## config.mk

```make
export PLATFORM = sky130hd
export DESIGN_NAME = uart_tx_fifo_flat
export DESIGN_NICKNAME = d
export VERILOG_FILES = /design/src/rtl/uart_tx_fifo_if.sv /design/src/rtl/uart_tx_fifo.sv /design/src/flat_wrapper.sv
export SDC_FILE = /design/constraint.sdc
export NUM_CORES = 1
export LEC_CHECK = 0
export BUFFER_PORTS_ARGS = -buffer_cell sky130_fd_sc_hd__buf_2
export CAP_MARGIN = 20
export CORE_UTILIZATION = 60
export DETAILED_ROUTE_END_ITERATION = 8
export GPL_ROUTABILITY_DRIVEN = 0
export PLACE_DENSITY = 0.78
export SYNTH_ARGS = -nofsm -noshare
export SYNTH_HDL_FRONTEND = slang
export SYNTH_SLANG_ARGS = --single-unit
```

## constraint.sdc

```tcl
create_clock -name i_clk -period 3.2 [get_ports i_clk]
set_input_delay 0.64 -clock i_clk [delete_from_list [all_inputs] [get_ports i_clk]]
set_output_delay 0.64 -clock i_clk [all_outputs]
set_load 0.005 [all_outputs]
```

## src/rtl/uart_tx_fifo_if.sv

```systemverilog
`default_nettype none
// ============================================================================
// Module   : uart_tx_fifo_if
// Brief    : Write handshake and serial status bundle for uart_tx_fifo.
// Revision : 1.0
// ============================================================================
interface uart_tx_fifo_if #(
    parameter int FIFO_DEPTH_LOG2 = 3
);
    logic                     i_wr_valid;
    logic [7:0]               i_wr_byte;
    logic                     o_wr_ready;
    logic                     o_tx_line;
    logic                     o_tx_busy;
    logic                     o_byte_done;
    logic [FIFO_DEPTH_LOG2:0] o_fifo_count;

    modport master (
        output i_wr_valid,
        output i_wr_byte,
        input  o_wr_ready,
        input  o_tx_line,
        input  o_tx_busy,
        input  o_byte_done,
        input  o_fifo_count
    );

    modport slave (
        input  i_wr_valid,
        input  i_wr_byte,
        output o_wr_ready,
        output o_tx_line,
        output o_tx_busy,
        output o_byte_done,
        output o_fifo_count
    );
endinterface
`default_nettype wire

```

## src/rtl/uart_tx_fifo.sv

```systemverilog
`default_nettype none
// ============================================================================
// Module   : uart_tx_fifo
// Brief    : FIFO-buffered 8N1 UART transmitter, LSB first. Defining
//            UART_TX_PARITY_EN inserts an even-parity bit before the stop bit.
// Revision : 1.0
// ============================================================================
module uart_tx_fifo #(
    parameter int CLKS_PER_BAUD_PERIOD = 434,
    parameter int FIFO_DEPTH_LOG2      = 3
) (
    input  wire logic       i_clk,
    input  wire logic       i_rst_n,
    uart_tx_fifo_if.slave   bus
);

    localparam int DEPTH  = 1 << FIFO_DEPTH_LOG2;
    localparam int BAUD_W = (CLKS_PER_BAUD_PERIOD > 1) ? $clog2(CLKS_PER_BAUD_PERIOD) : 1;
    localparam logic [BAUD_W-1:0]        BAUD_LAST  = BAUD_W'(CLKS_PER_BAUD_PERIOD - 1);
    localparam logic [FIFO_DEPTH_LOG2:0] FULL_COUNT = (FIFO_DEPTH_LOG2 + 1)'(DEPTH);

    typedef enum logic [2:0] {
        ST_IDLE   = 3'd0,
        ST_START  = 3'd1,
        ST_DATA   = 3'd2,
`ifdef UART_TX_PARITY_EN
        ST_PARITY = 3'd4,
`endif
        ST_STOP   = 3'd3
    } state_t;

    state_t                     state_q, state_d;
    logic [7:0]                 mem_q [DEPTH];
    logic [FIFO_DEPTH_LOG2-1:0] wr_ptr_q, wr_ptr_d;
    logic [FIFO_DEPTH_LOG2-1:0] rd_ptr_q, rd_ptr_d;
    logic [FIFO_DEPTH_LOG2:0]   count_q, count_d;
    logic [BAUD_W-1:0]          baud_q, baud_d;
    logic [2:0]                 bit_idx_q, bit_idx_d;
    logic [7:0]                 shift_q, shift_d;
    logic                       line_q, line_d;
    logic                       busy_q, busy_d;
    logic                       done_q, done_d;
    logic                       ready_q, ready_d;
`ifdef UART_TX_PARITY_EN
    logic                       parity_q, parity_d;
`endif

    logic w_push;
    logic w_pop;
    logic w_bit_end;

    always_comb begin
        state_d   = state_q;
        wr_ptr_d  = wr_ptr_q;
        rd_ptr_d  = rd_ptr_q;
        count_d   = count_q;
        baud_d    = baud_q;
        bit_idx_d = bit_idx_q;
        shift_d   = shift_q;
        line_d    = line_q;
        busy_d    = busy_q;
        done_d    = 1'b0;
`ifdef UART_TX_PARITY_EN
        parity_d  = parity_q;
`endif
        w_push    = bus.i_wr_valid && ready_q;
        w_pop     = 1'b0;
        w_bit_end = (baud_q == BAUD_LAST);

        case (state_q)
            ST_IDLE: begin
                if (count_q != '0) begin
                    w_pop   = 1'b1;
                    state_d = ST_START;
                    line_d  = 1'b0;
                    baud_d  = '0;
                    busy_d  = 1'b1;
                end
            end
            ST_START: begin
                if (w_bit_end) begin
                    state_d = ST_DATA;
                    line_d  = shift_q[0];
                    baud_d  = '0;
                end else begin
                    baud_d = baud_q + 1'b1;
                end
            end
            ST_DATA: begin
                if (w_bit_end) begin
                    baud_d    = '0;
                    bit_idx_d = bit_idx_q + 3'd1;
                    if (bit_idx_q == 3'd7) begin
`ifdef UART_TX_PARITY_EN
                        state_d = ST_PARITY;
                        line_d  = parity_q;
`else
                        state_d = ST_STOP;
                        line_d  = 1'b1;
`endif
                    end else begin
                        shift_d = {1'b0, shift_q[7:1]};
                        line_d  = shift_q[1];
                    end
                end else begin
                    baud_d = baud_q + 1'b1;
                end
            end
`ifdef UART_TX_PARITY_EN
            ST_PARITY: begin
                if (w_bit_end) begin
                    state_d = ST_STOP;
                    line_d  = 1'b1;
                    baud_d  = '0;
                end else begin
                    baud_d = baud_q + 1'b1;
                end
            end
`endif
            ST_STOP: begin
                if (w_bit_end) begin
                    done_d = 1'b1;
                    baud_d = '0;
                    // Chain straight into the next start bit when more data waits.
                    if (count_q != '0) begin
                        w_pop   = 1'b1;
                        state_d = ST_START;
                        line_d  = 1'b0;
                    end else begin
                        state_d = ST_IDLE;
                        busy_d  = 1'b0;
                    end
                end else begin
                    baud_d = baud_q + 1'b1;
                end
            end
            default: begin
                state_d = ST_IDLE;
                line_d  = 1'b1;
                busy_d  = 1'b0;
            end
        endcase

        if (w_pop) begin
            shift_d  = mem_q[rd_ptr_q];
            rd_ptr_d = rd_ptr_q + 1'b1;
`ifdef UART_TX_PARITY_EN
            parity_d = ^mem_q[rd_ptr_q];
`endif
        end
        if (w_push) begin
            wr_ptr_d = wr_ptr_q + 1'b1;
        end

        case ({w_push, w_pop})
            2'b10:   count_d = count_q + 1'b1;
            2'b01:   count_d = count_q - 1'b1;
            default: count_d = count_q;
        endcase
        ready_d = (count_d != FULL_COUNT);
    end

    always_ff @(posedge i_clk or negedge i_rst_n) begin
        if (!i_rst_n) begin
            state_q   <= ST_IDLE;
            wr_ptr_q  <= '0;
            rd_ptr_q  <= '0;
            count_q   <= '0;
            baud_q    <= '0;
            bit_idx_q <= '0;
            shift_q   <= '0;
            line_q    <= 1'b1;
            busy_q    <= 1'b0;
            done_q    <= 1'b0;
            ready_q   <= 1'b1;
`ifdef UART_TX_PARITY_EN
            parity_q  <= 1'b0;
`endif
        end else begin
            state_q   <= state_d;
            wr_ptr_q  <= wr_ptr_d;
            rd_ptr_q  <= rd_ptr_d;
            count_q   <= count_d;
            baud_q    <= baud_d;
            bit_idx_q <= bit_idx_d;
            shift_q   <= shift_d;
            line_q    <= line_d;
            busy_q    <= busy_d;
            done_q    <= done_d;
            ready_q   <= ready_d;
`ifdef UART_TX_PARITY_EN
            parity_q  <= parity_d;
`endif
        end
    end

    // Storage needs no reset: the pointers and count define what is valid.
    always_ff @(posedge i_clk) begin
        if (w_push) begin
            mem_q[wr_ptr_q] <= bus.i_wr_byte;
        end
    end

    assign bus.o_wr_ready   = ready_q;
    assign bus.o_tx_line    = line_q;
    assign bus.o_tx_busy    = busy_q;
    assign bus.o_byte_done  = done_q;
    assign bus.o_fifo_count = count_q;

endmodule
`default_nettype wire

```

## src/flat_wrapper.sv

```systemverilog
// flat-port wrapper written by rule: the top's interface ports become plain ports
module uart_tx_fifo_flat 
#(
    parameter int CLKS_PER_BAUD_PERIOD = 434,
    parameter int FIFO_DEPTH_LOG2      = 3
)
  (i_clk, i_rst_n, bus_i_wr_valid, bus_i_wr_byte, bus_o_wr_ready, bus_o_tx_line, bus_o_tx_busy, bus_o_byte_done, bus_o_fifo_count);
  uart_tx_fifo_if #(.FIFO_DEPTH_LOG2(FIFO_DEPTH_LOG2)) bus_i ();
  input  wire logic i_clk;
  input  wire logic i_rst_n;
  input wire logic [$bits(bus_i.i_wr_valid)-1:0] bus_i_wr_valid;
  input wire logic [$bits(bus_i.i_wr_byte)-1:0] bus_i_wr_byte;
  output wire logic [$bits(bus_i.o_wr_ready)-1:0] bus_o_wr_ready;
  output wire logic [$bits(bus_i.o_tx_line)-1:0] bus_o_tx_line;
  output wire logic [$bits(bus_i.o_tx_busy)-1:0] bus_o_tx_busy;
  output wire logic [$bits(bus_i.o_byte_done)-1:0] bus_o_byte_done;
  output wire logic [$bits(bus_i.o_fifo_count)-1:0] bus_o_fifo_count;
  assign bus_i.i_wr_valid = bus_i_wr_valid;
  assign bus_i.i_wr_byte = bus_i_wr_byte;
  assign bus_o_wr_ready = bus_i.o_wr_ready;
  assign bus_o_tx_line = bus_i.o_tx_line;
  assign bus_o_tx_busy = bus_i.o_tx_busy;
  assign bus_o_byte_done = bus_i.o_byte_done;
  assign bus_o_fifo_count = bus_i.o_fifo_count;
  uart_tx_fifo #(.CLKS_PER_BAUD_PERIOD(CLKS_PER_BAUD_PERIOD), .FIFO_DEPTH_LOG2(FIFO_DEPTH_LOG2)) u_core (.i_clk(i_clk), .i_rst_n(i_rst_n), .bus(bus_i));
endmodule
```

==> results of run 1 <==
==> layout make-up <==
cell class	instances	share of cell area, %
clock inverter	7	1.91
clock buffer	9	2.53
sequential	100	57.6
inverter	5	0.383
tap	99	2.53
timing repair buffer	27	3.22
multi-input combinational	178	31.8
==> path summary, 6_finish.rpt <==
check,startpoint,endpoint,slack (ns),cells past startpoint
min,i_rst_n,u_core.baud_q[7],0.34,1
max,u_core.state_q[0],u_core.bus.o_wr_ready,0.31,12
max reg2reg,u_core.state_q[0],u_core.bus.o_wr_ready,0.31,12
min in group i_clk,u_core.bit_idx_q[0],u_core.bit_idx_q[0],0.49,1
min reg2reg,u_core.bit_idx_q[0],u_core.bit_idx_q[0],0.49,1
max in group asynchronous,i_rst_n,u_core.rd_ptr_q[1],2.34,1
==> metrics by stage <==
step / worst slack, ns / utilization (%) / power, mW / area [um2] / instances
2_1_floorplan: 0.403 / - / 3.03 / 4460 / 294
3_5_place_dp: 0.364 / 64.9 / 3.42 / 4680 / 409
6_report: 0.306 / 68.0 / 4.22 / 4900 / 425
4_1_cts: 0.338 / 68.0 / 4.25 / 4900 / 425
5_1_grt: 0.0885 / 68.0 / 4.49 / 4900 / 425
3_3_place_gp: 0.466 / 64.9 / 3.36 / 4680 / 409
==> sequential cells by signal, summed over array words and instances, names as in the netlist <==
register                 cells
u_core.bus.o_fifo_count      4
u_core.bus.o_wr_ready        1
u_core.mem_q                64
u_core.rd_ptr_q              3
u_core.bus.o_tx_busy         1
u_core.bus.o_tx_line         1
u_core.shift_q               8
u_core.wr_ptr_q              3
u_core.baud_q                9
u_core.bus.o_byte_done       1
u_core.state_q               2
u_core.bit_idx_q             3
==> cells in the mapped netlist (3+ instances only) <==
cell | instances | share of area, %
edfxtp_1 | 64 | 43
dfrtp_1 | 34 | 19
nand2_1 | 21 | 1.8
nor2_1 | 21 | 1.8
mux4_2 | 16 | 8.1
o21ai_0 | 14 | 1.6
mux2_2 | 13 | 3.3
ha_1 | 12 | 3.4
a21oi_1 | 11 | 1.2
nand3_1 | 8 | 0.90
mux2i_1 | 7 | 1.6
xnor2_1 | 7 | 1.4
buf_2 | 6 | 0.67
inv_1 | 5 | 0.42
nor3_1 | 5 | 0.56
clkbuf_1 | 3 | 0.25
nand2b_1 | 3 | 0.42
==> power by group <==
part           switching (mW)  internal (mW)  total (mW)
Sequential              0.320           1.66        1.98
Combinational           0.712          0.705        1.42
Clock                   0.505          0.320       0.825
==> per-layer routing <==
metal	share of wire, %	GRT usage (%)	wire length, um
met2	49	34.5	3730
met1	45	32.1	3500
met4	1.1	6.89	88
met3	4.8	6.60	371
met5	0	0	0
==> logic make-up (layout without fill, tap and decap cells) <==
family                   Yosys count  after routing  share of synthesized area, %
AND/OR/NAND/NOR                   78             78                          9.60
multiplexers                      36             36                          12.9
XOR/XNOR                           9              9                          1.77
buffers and inverters             16             48                          1.60
flip-flops                       100            100                          63.4
AO/OA/AOI/OAI                     43             43                          7.30
adder cells (fa/ha/maj)           12             12                          3.37
==> cell usage in the layout (no fill, tap or decap), types with 2 or more instances in the layout <==
| master | Yosys | final |
|---|---|---|
| nand2_1 | 21 | 21 |
| edfxtp_1 | 64 | 64 |
| clkbuf_8 | 0 | 9 |
| nand2b_1 | 3 | 3 |
| xnor2_1 | 7 | 7 |
| clkinv_8 | 0 | 4 |
| dfstp_2 | 2 | 2 |
| o31ai_1 | 2 | 2 |
| a21oi_1 | 11 | 11 |
| nor4_4 | 2 | 2 |
| ha_1 | 12 | 12 |
| nand3_1 | 8 | 8 |
| buf_2 | 6 | 18 |
| mux2_2 | 13 | 13 |
| and2_1 | 2 | 2 |
| nor2b_1 | 2 | 2 |
| inv_1 | 5 | 5 |
| o22ai_1 | 2 | 2 |
| a2111oi_4 | 2 | 2 |
| dfrtp_1 | 34 | 34 |
| and3_1 | 2 | 2 |
| o21ai_0 | 14 | 14 |
| nor2_1 | 21 | 21 |
| buf_4 | 1 | 9 |
| mux2i_1 | 7 | 7 |
| inv_6 | 0 | 2 |
| nor3_1 | 5 | 5 |
| mux4_2 | 16 | 16 |
| xor2_1 | 2 | 2 |
| a21o_1 | 2 | 2 |
==> critical path: cells and delay by family, from the launching register on <==
family	cells	cell delay, ns
and+or+nand+nor	3	0.58
AOI/OAI and AO/OA	5	1.09
adders and majority gates	2	0.50
xor gates and xnor gates	1	0.13
buffers and inverters	1	0.10
DFF	1	0.44
==> impl_results.md, run 1 <==
- Status: finished, final reports clean
- Multi-input gate area: 1560 um2
- CP Class: flop to flop
- Die area: 7770 um2
- Antenna Diode Count: 0
- Max VDD drop: 0.426 mV
- Endpoints failing hold: 0
- Max-slew violation count: 0
- Syn avg cell area: 15.2 um2
- Cts repair resizes: 0
- Clock buffer depth: 2
- FP Rows: 31
- Fmax: 0.346 GHz
- Worst skew pair latency: 0.37 ns
- Initial antenna violation count: 0
- Drt pass-1 iters: 4
- Slowest Stage Delay on Critical Path: 0.44 ns
- Starting density of the core: 61.8%
- Via count: 2443
- Cells after synthesis: 294
- Vias per inst: 5.75
- Critical Path Source Type: flop
- Most used cell along the critical path: ha_1
- ANT nets after route: 0
- Post-synth EDFFs: 64
- Worst-Margin Slew: 0.921 ns
- Syn. warnings: 0
- Power per standard cell area: 862 nW/um2
- RSZ-0062 raised after global routing: false
- Worst rel slew slack: 38.6%
- Die span in x: 88.2 um
- DRC: 0
- Crit-path cells: inv_1 > ha_1 > nor2_1 > a2111oi_4 > and2_1 > xnor2_1 > ha_1 > a21oi_1 > a211o_1 > a21o_1 > and4_1 > a21oi_2
- Post-synthesis cell area: 4460 um2
- CP max-delay cell: dfrtp_1
- Nets: 344
- CP Data Arrival Time: 3.21 ns
- Maxcap violations: 0
- CTS buffer count: 9
- Critical path fanouts, max: 9
- Wire length of the first global-routing pass: 12.6 mm
- Pleak: 1.85 nW
- Register area: 2830 um2
- CTS H-tree lvls: 3
- CORE AREA: 7210 um2
- Total GRT Usage: 22.7%
- Synthesized netlist net count: 317
- DR iter-0 viols: 120
- I/O pin cnt: 19
- Setup TNS Final: 0 ns
- Setup Skew: 0.0169 ns
- Clk slew on worst S/H paths: 0.11 ns
- Port bufs: 18
- Required @ worst endpoint: 3.51 ns
- Synth async-reset ratio: 36.0%
- Post-CTS setup buffer count: 0
- Avg WL per Cell: 18.1 um
- Post-CTS Hold Buffers: 0
- Crit share post-route: 90.4%
- Worst hold margin: 0.339 ns
- Total grt overflow: 0
- Layout cells sized above 1: 26.1%
- Post-layout min period: 2.89 ns
- Largest net degree at the start of global routing: 37
- Die H: 88.2 um
- Post-Route WL: 7.70 mm
- CTS sink cnt: 100
- Post-synthesis sequential area ratio: 63.4%
- Hold crit path type: input port to asynchronous set/reset pin
- CTS tree: built
- CP Capture Type: flop
- Yosys cell types: 51
- Layout area overhead: 10.0%
- Number of fill cells: 516
- Finish-stage setup viols: 0
- Root buf cell: clkbuf_8
- Detailed Place HPWL: 5.17 mm
- Dominant synthesized flop cell: edfxtp_1
- Flops & latches, synth: 100
- Vias in the first global route: 2478
Power figures use the tool's default switching activity.
==> inputs of run 2 (changes only) <==
==> constraint.sdc (replaced) <==
create_clock -name i_clk -period 3.4 [get_ports i_clk]
set_input_delay 0.68 -clock i_clk [delete_from_list [all_inputs] [get_ports i_clk]]
set_output_delay 0.68 -clock i_clk [all_outputs]
set_load 0.005 [all_outputs]
==> run 2 against run 1 <==
- sequential share of layout area fell by 0.19 points
- design area rose by 0.33%
- count of clock-buffer cells in the layout did not move
- die area did not move
- global-route usage rose by 0.59 points
- critical path type unchanged
==> impl_results.md, run 2 (synthesis gave the netlist of run 1 again) <==
- Status: finished, final reports clean
- Antenna Diode Count: 0 (unchanged)
- Die H: 88.2 um (unchanged)
- Total grt overflow: 0 (unchanged)
- Clk slew on worst S/H paths: 0.10 ns (about the same)
- Crit path depth: 12 (unchanged)
- Crit share post-route: 85.7% (-4.7 points)
- Met1 wire length: 3.69 mm (+5.6%)
- Total GRT Usage: 23.3% (+0.59 points)
- Detailed Place HPWL: 5.42 mm (+4.9%)
- CTS buffer count: 9 (unchanged)
- Power per standard cell area: 816 nW/um2 (-5.4%)
- Routed length on met2: 3.82 mm (+2.2%)
- Slowest Stage Delay on Critical Path: 0.44 ns (about the same)
- Nets: 346 (+0.58%)
- Avg WL per Cell: 18.4 um (+1.8%)
- Endpoints failing hold: 0 (unchanged)
- Worst-Margin Slew: 0.915 ns (-0.00607 ns)
- Met3 wire length: 227 um (-39%)
- Root buf cell: clkbuf_8
- Pleak: 1.86 nW (+0.73%)
- Fmax: 0.343 GHz (-0.71%)
- Max VDD drop: 0.428 mV (+0.55%)
- Port bufs: 18 (unchanged)
- Vias in the first global route: 2473 (-0.20%)
- Largest net degree at the start of global routing: 37 (unchanged)
- Number of fill cells: 493 (-4.5%)
- Most used cell along the critical path: ha_1
- Die span in x: 88.2 um (unchanged)
- Finish-stage setup viols: 0 (unchanged)
- Via count: 2462 (+0.78%)
- Initial antenna violation count: 0 (unchanged)
- Crit-path cells: inv_1 > ha_1 > nor2_1 > a2111oi_4 > and2_1 > xnor2_1 > ha_1 > a21oi_1 > a211o_1 > a21o_1 > and4_1 > a21oi_2
- Post-layout min period: 2.91 ns (+0.0206 ns)
- Top Layer Used: met4
- Buf/Inv on CP: 1 (unchanged)
- Setup TNS Final: 0 ns (unchanged)
- Top flop regs: u_core.mem_q (64), u_core.baud_q (9), u_core.shift_q (8)
- CP Capture Type: flop
- Starting density of the core: 61.8% (unchanged)
- Post-Route WL: 7.87 mm (+2.2%)
- I/O pin cnt: 19 (unchanged)
- Worst skew pair latency: 0.37 ns (about the same)
- DRC: 0 (unchanged)
- Die area: 7770 um2 (unchanged)
- Tot Pwr: 4.01 mW (-5.0%)
- CORE AREA: 7210 um2 (unchanged)
- Critical Path Source Type: flop
- R2R depth: 12 (unchanged)
- Required @ worst endpoint: 3.71 ns (+0.20 ns)
- Drt pass-1 iters: 4 (unchanged)
- CP Data Arrival Time: 3.23 ns (+0.02 ns)
- CTS sink cnt: 100 (unchanged)
- Max reg flops: 64 (unchanged)
- Setup Skew: 0.00889 ns (-0.00799 ns)
- Cts repair resizes: 0 (unchanged)
- Critical path fanouts, max: 9 (unchanged)
- Layout cells sized above 1: 26.5% (+0.45 points)
- CP Class: flop to flop
- Maxcap violations: 0 (unchanged)
- Post-CTS Hold Buffers: 0 (unchanged)
- Commonest non-fill, non-tap cell in the layout: edfxtp_1
- RSZ-0062 raised after global routing: false
- DR iter-0 viols: 136 (+13%)
- Hold crit path type: input port to asynchronous set/reset pin
- ANT nets after route: 0 (unchanged)
- CTS H-tree lvls: 3 (unchanged)
- CTS tree: built
- Layout area overhead: 10.4%
- Clock buffer depth: 2 (unchanged)
- Worst slack, placed: 0.532 ns (+0.168 ns)
- Most frequent cells in the layout: edfxtp_1, dfrtp_1, nand2_1, nor2_1, buf_2
- Post-CTS setup buffer count: 0 (unchanged)
- Max-slew violation count: 0 (unchanged)
- Vias per inst: 5.77 (+0.31%)
- Largest delay share family, worst path: compound AO/OA/AOI/OAI gates
- FP Rows: 31 (unchanged)
- Final worst slack: 0.485 ns (+0.179 ns)
- Worst rel slew slack: 38.8% (+0.18 points)
- Wire length of the first global-routing pass: 12.9 mm (+2.3%)
- CP max-delay cell: a2111oi_4
- Top reg by flops: u_core.mem_q
run 2: changes by cell type in the layout (fill, tap and decap cells not counted):
cell | previous run | this run
bufinv_16 | 0 | 1
buf_4 | 9 | 11
inv_6 | 2 | 0
clkinv_8 | 4 | 1
clkinv_4 | 0 | 3
inv_8 | 1 | 2
run 2: final timing paths:
| path | from | endpoint | slack, ns |
|---|---|---|---|
| max in group asynchronous | i_rst_n | u_core.state_q[0] | 2.50 |
| worst min-delay path | i_rst_n | u_core.baud_q[8] | 0.39 |
| worst max register to register | u_core.state_q[1] | u_core.bus.o_wr_ready | 0.49 |
| min in group i_clk | u_core.bit_idx_q[0] | u_core.bit_idx_q[0] | 0.50 |
| worst min register to register | u_core.bit_idx_q[0] | u_core.bit_idx_q[0] | 0.50 |
| worst max-delay path | u_core.state_q[1] | u_core.bus.o_wr_ready | 0.49 |
run 2: routing by layer:
layer / vias up / GRT usage [%]
li1: 1180 / -
met1: 1224 / 33.2
met2: 44 / 36.2
met3: 14 / 4.52
met4: 0 / 8.21
met5: - / 0
run 2: stage by stage:
step / cell area, um2 / hold slack [ns] / cells / util, %
2_1_floorplan: 4460 / 0.384 / 294 / -
3_3_place_gp: 4700 / 0.467 / 411 / 65.1
3_5_place_dp: 4700 / 0.490 / 411 / 65.1
4_1_cts: 4920 / 0.413 / 427 / 68.2
5_1_grt: 4920 / 0.459 / 427 / 68.2
6_report: 4920 / 0.390 / 427 / 68.2
run 2: final cells by class:
cell class                      count  area [um2]  area share, %
Multi-Input combinational cell    178        1560           31.7
Inverter                            5        18.8          0.382
Clock buffer                        9         124           2.52
Sequential cell                   100        2830           57.4
Tap cell                           99         124           2.52
Timing Repair Buffer               29         173           3.51
Clock inverter                      7        95.1           1.93
run 2: report_power, final:
part / switching, mW / internal [mW] / total, mW / leakage (nW)
sequential: 0.289 / 1.57 / 1.85 / 1.02
clock: 0.442 / 0.360 / 0.802 / 0.110
combinational: 0.687 / 0.669 / 1.36 / 0.727
total: 1.42 / 2.59 / 4.01 / 1.86
==> inputs of run 3 (changes only) <==
--- a/config.mk
+++ b/config.mk
@@ -11,6 +11,7 @@
 export DETAILED_ROUTE_END_ITERATION = 8
 export GPL_ROUTABILITY_DRIVEN = 0
 export PLACE_DENSITY = 0.78
+export RECOVER_POWER = 100
 export SYNTH_ARGS = -nofsm -noshare
 export SYNTH_HDL_FRONTEND = slang
 export SYNTH_SLANG_ARGS = --single-unit
==> run 3 against run 2 <==
- the run now ends with capacitance limit, slew limit left
- sequential power about the same
- clock skew about the same
- maximum frequency decreased by 2.7%
- die area unchanged
- global-route usage unchanged
- core utilization decreased by 1.2 points
- first-iteration DRC count increased by 1.5%
- register-to-register slack got worse by 0.08 ns
- critical path depth increased by 1
- count of clock-buffer cells in the layout unchanged
- critical endpoint is now u_core.bus.o_fifo_count[3]
==> impl_results.md, run 3 (synthesis gave the netlist of run 1 again) <==
- Worst rel slew slack: -31.3% (-70 points)
- RSZ-0062 raised after global routing: false
- Maxcap violations: 1 (+1)
- Layout cells sized above 1: 18.9% (-7.6 points)
- Drt pass-1 iters: 4 (unchanged)
- Detailed Place HPWL: 5.42 mm (unchanged)
- Slowest Stage Delay on Critical Path: 0.41 ns (-0.03 ns)
- Max-slew violation count: 37 (+37)
- Port bufs: 18 (unchanged)
- Placed insts: 411 (unchanged)
- CTS sink cnt: 100 (unchanged)
- Post-CTS setup buffer count: 0 (unchanged)
- Status: complete, but fails checks
- Root buf cell: clkbuf_8
- Worst hold margin: 0.498 ns (+0.108 ns)
- Failing checks: capacitance limit, slew limit
- Register area: 2830 um2 (unchanged)
- Die H: 88.2 um (unchanged)
- Clock buffer depth: 2 (unchanged)
- Final core utilization: 67.0% (-1.2 points)
- CP max-delay cell: dfrtp_1
- Finish-stage setup viols: 0 (unchanged)
- Post-CTS Hold Buffers: 0 (unchanged)
- Layout area overhead: 8.45%
- Crit share post-route: 88.1% (+2.3 points)
- Most frequent cells in the layout: edfxtp_1, dfrtp_1, nor2_1
- DR iter-0 viols: 138 (+1.5%)
- Initial antenna violation count: 0 (unchanged)
- Die area: 7770 um2 (unchanged)
- Tot Pwr: 3.97 mW (-1.1%)
- Endpoints failing hold: 0 (unchanged)
- CP Data Arrival Time: 3.25 ns (+0.02 ns)
- Nets: 346 (unchanged)
- CP Capture Type: flop
- Power per standard cell area: 821 nW/um2 (+0.70%)
- Top flop regs: u_core.mem_q (64), u_core.baud_q (9), u_core.shift_q (8)
- Critical path fanouts, max: 8 (-1)
- Setup Skew: 0.00915 ns (+0.000262 ns)
- Total GRT Usage: 23.3% (unchanged)
- Worst skew pair latency: 0.37 ns (about the same)
- Avg WL per Cell: 18.5 um (+0.17%)
- CTS tree: built
- Required @ worst endpoint: 3.65 ns (-0.06 ns)
- Via count: 2481 (+0.77%)
- Clk slew on worst S/H paths: 0.10 ns (about the same)
- Vias per inst: 5.81 (+0.77%)
- I/O pin cnt: 19 (unchanged)
- CTS buffer count: 9 (unchanged)
- Clock network power share: 20.2% (+0.2 points)
- Wire length of the first global-routing pass: 12.9 mm (unchanged)
- Largest net degree at the start of global routing: 37 (unchanged)
- Antenna Diode Count: 0 (unchanged)
- Hold crit path type: flop to flop
- CP Class: flop to flop
- CORE AREA: 7210 um2 (unchanged)
- Critical Path Source Type: flop
- ANT nets after route: 0 (unchanged)
- CTS H-tree lvls: 3 (unchanged)
- Starting density of the core: 61.8% (unchanged)
- Pint: 2.55 mW (-1.5%)
- Switching Power: 1.41 mW (-0.22%)
- Multi-input gate area: 1520 um2 (-2.3%)
- Worst-Margin Slew: 1.97 ns (+1.05 ns)
- Post-layout min period: 2.99 ns (+0.0797 ns)
- Most used cell along the critical path: ha_1
- Total grt overflow: 0 (unchanged)
- Die span in x: 88.2 um (unchanged)
- Post-Route WL: 7.88 mm (+0.17%)
- Pleak: 1.74 nW (-6.6%)
- Top reg by flops: u_core.mem_q
- Setup TNS Final: 0 ns (unchanged)
- Switch share: 35.6% (+0.30 points)
- Cts repair resizes: 0 (unchanged)
- Vias in the first global route: 2473 (unchanged)
- Gate power share: 33.1% (-0.7 points)
- FP Rows: 31 (unchanged)
- Max VDD drop: 0.428 mV (about the same)
- Crit-path cells: inv_1 > ha_1 > nand4b_1 > nor4_4 > clkbuf_1 > and2_0 > o21a_1 > ha_1 > nor4_1 > nand3_1 > o211ai_1 > nor2_1 > xnor2_1
- Fmax: 0.334 GHz (-2.7%)
- Number of fill cells: 517 (+4.9%)
- Sequential power share: 46.7% (+0.5 points)
- Commonest non-fill, non-tap cell in the layout: edfxtp_1
- Max reg flops: 64 (unchanged)
- Layout Cells excl Fill: 427 (unchanged)
- DRC: 0 (unchanged)
==> run 3: routing by layer <==
metal  up-vias  GRT usage [%]  share of wire [%]
li1       1179              -                  -
met1      1245           33.2                 47
met2        43           36.2                 49
met3        14           4.52                2.9
met4         0           8.21                1.7
met5         -              0                  0
==> run 3: worst paths after layout <==
path	startpoint	to	slack, ns	cells past startpoint
max	u_core.baud_q[1]	u_core.bus.o_fifo_count[3]	0.41	13
min	u_core.bit_idx_q[0]	u_core.bit_idx_q[0]	0.50	1
max reg2reg	u_core.baud_q[1]	u_core.bus.o_fifo_count[3]	0.41	13
min reg2reg	u_core.bit_idx_q[0]	u_core.bit_idx_q[0]	0.50	1
max in group asynchronous	i_rst_n	u_core.state_q[0]	1.42	1
min in group asynchronous	i_rst_n	u_core.baud_q[8]	0.85	1
==> run 3: final cells by class <==
cell class                      instances  area share [%]
Sequential cell                       100            58.5
Multi-Input combinational cell        178            31.5
Clock buffer                            9            2.56
Tap cell                               99            2.56
Timing Repair Buffer                   29            2.54
Clock inverter                          7            1.97
Inverter                                5           0.388
==> run 3: power groups by stage <==
stage          sequential [mW]  combinational (mW)  clock [mW]
6_report                  1.85                1.31       0.803
5_1_grt                   1.90                1.45       0.865
4_1_cts                   1.86                1.36       0.813
3_5_place_dp              1.88                1.34           0
3_3_place_gp              1.87                1.31           0
2_1_floorplan             1.73                1.13           0
==> run 3: metrics by stage <==
stage	instance area, um2	setup slack [ns]
floorplan	4460	0.603
global placement	4700	0.667
detailed placement	4700	0.532
CTS	4920	0.484
global route	4830	0.192
finish	4830	0.405
==> run 3: worst max-delay path: cells and delay by family, from the launching register on <==
kind	cells	cell delay [ns]
adders and majority gates	2	0.48
and+or+nand+nor	6	1.14
AOI/OAI and AO/OA	2	0.33
buffers and inverters	2	0.36
DFF	1	0.41
xor gates and xnor gates	1	0.15
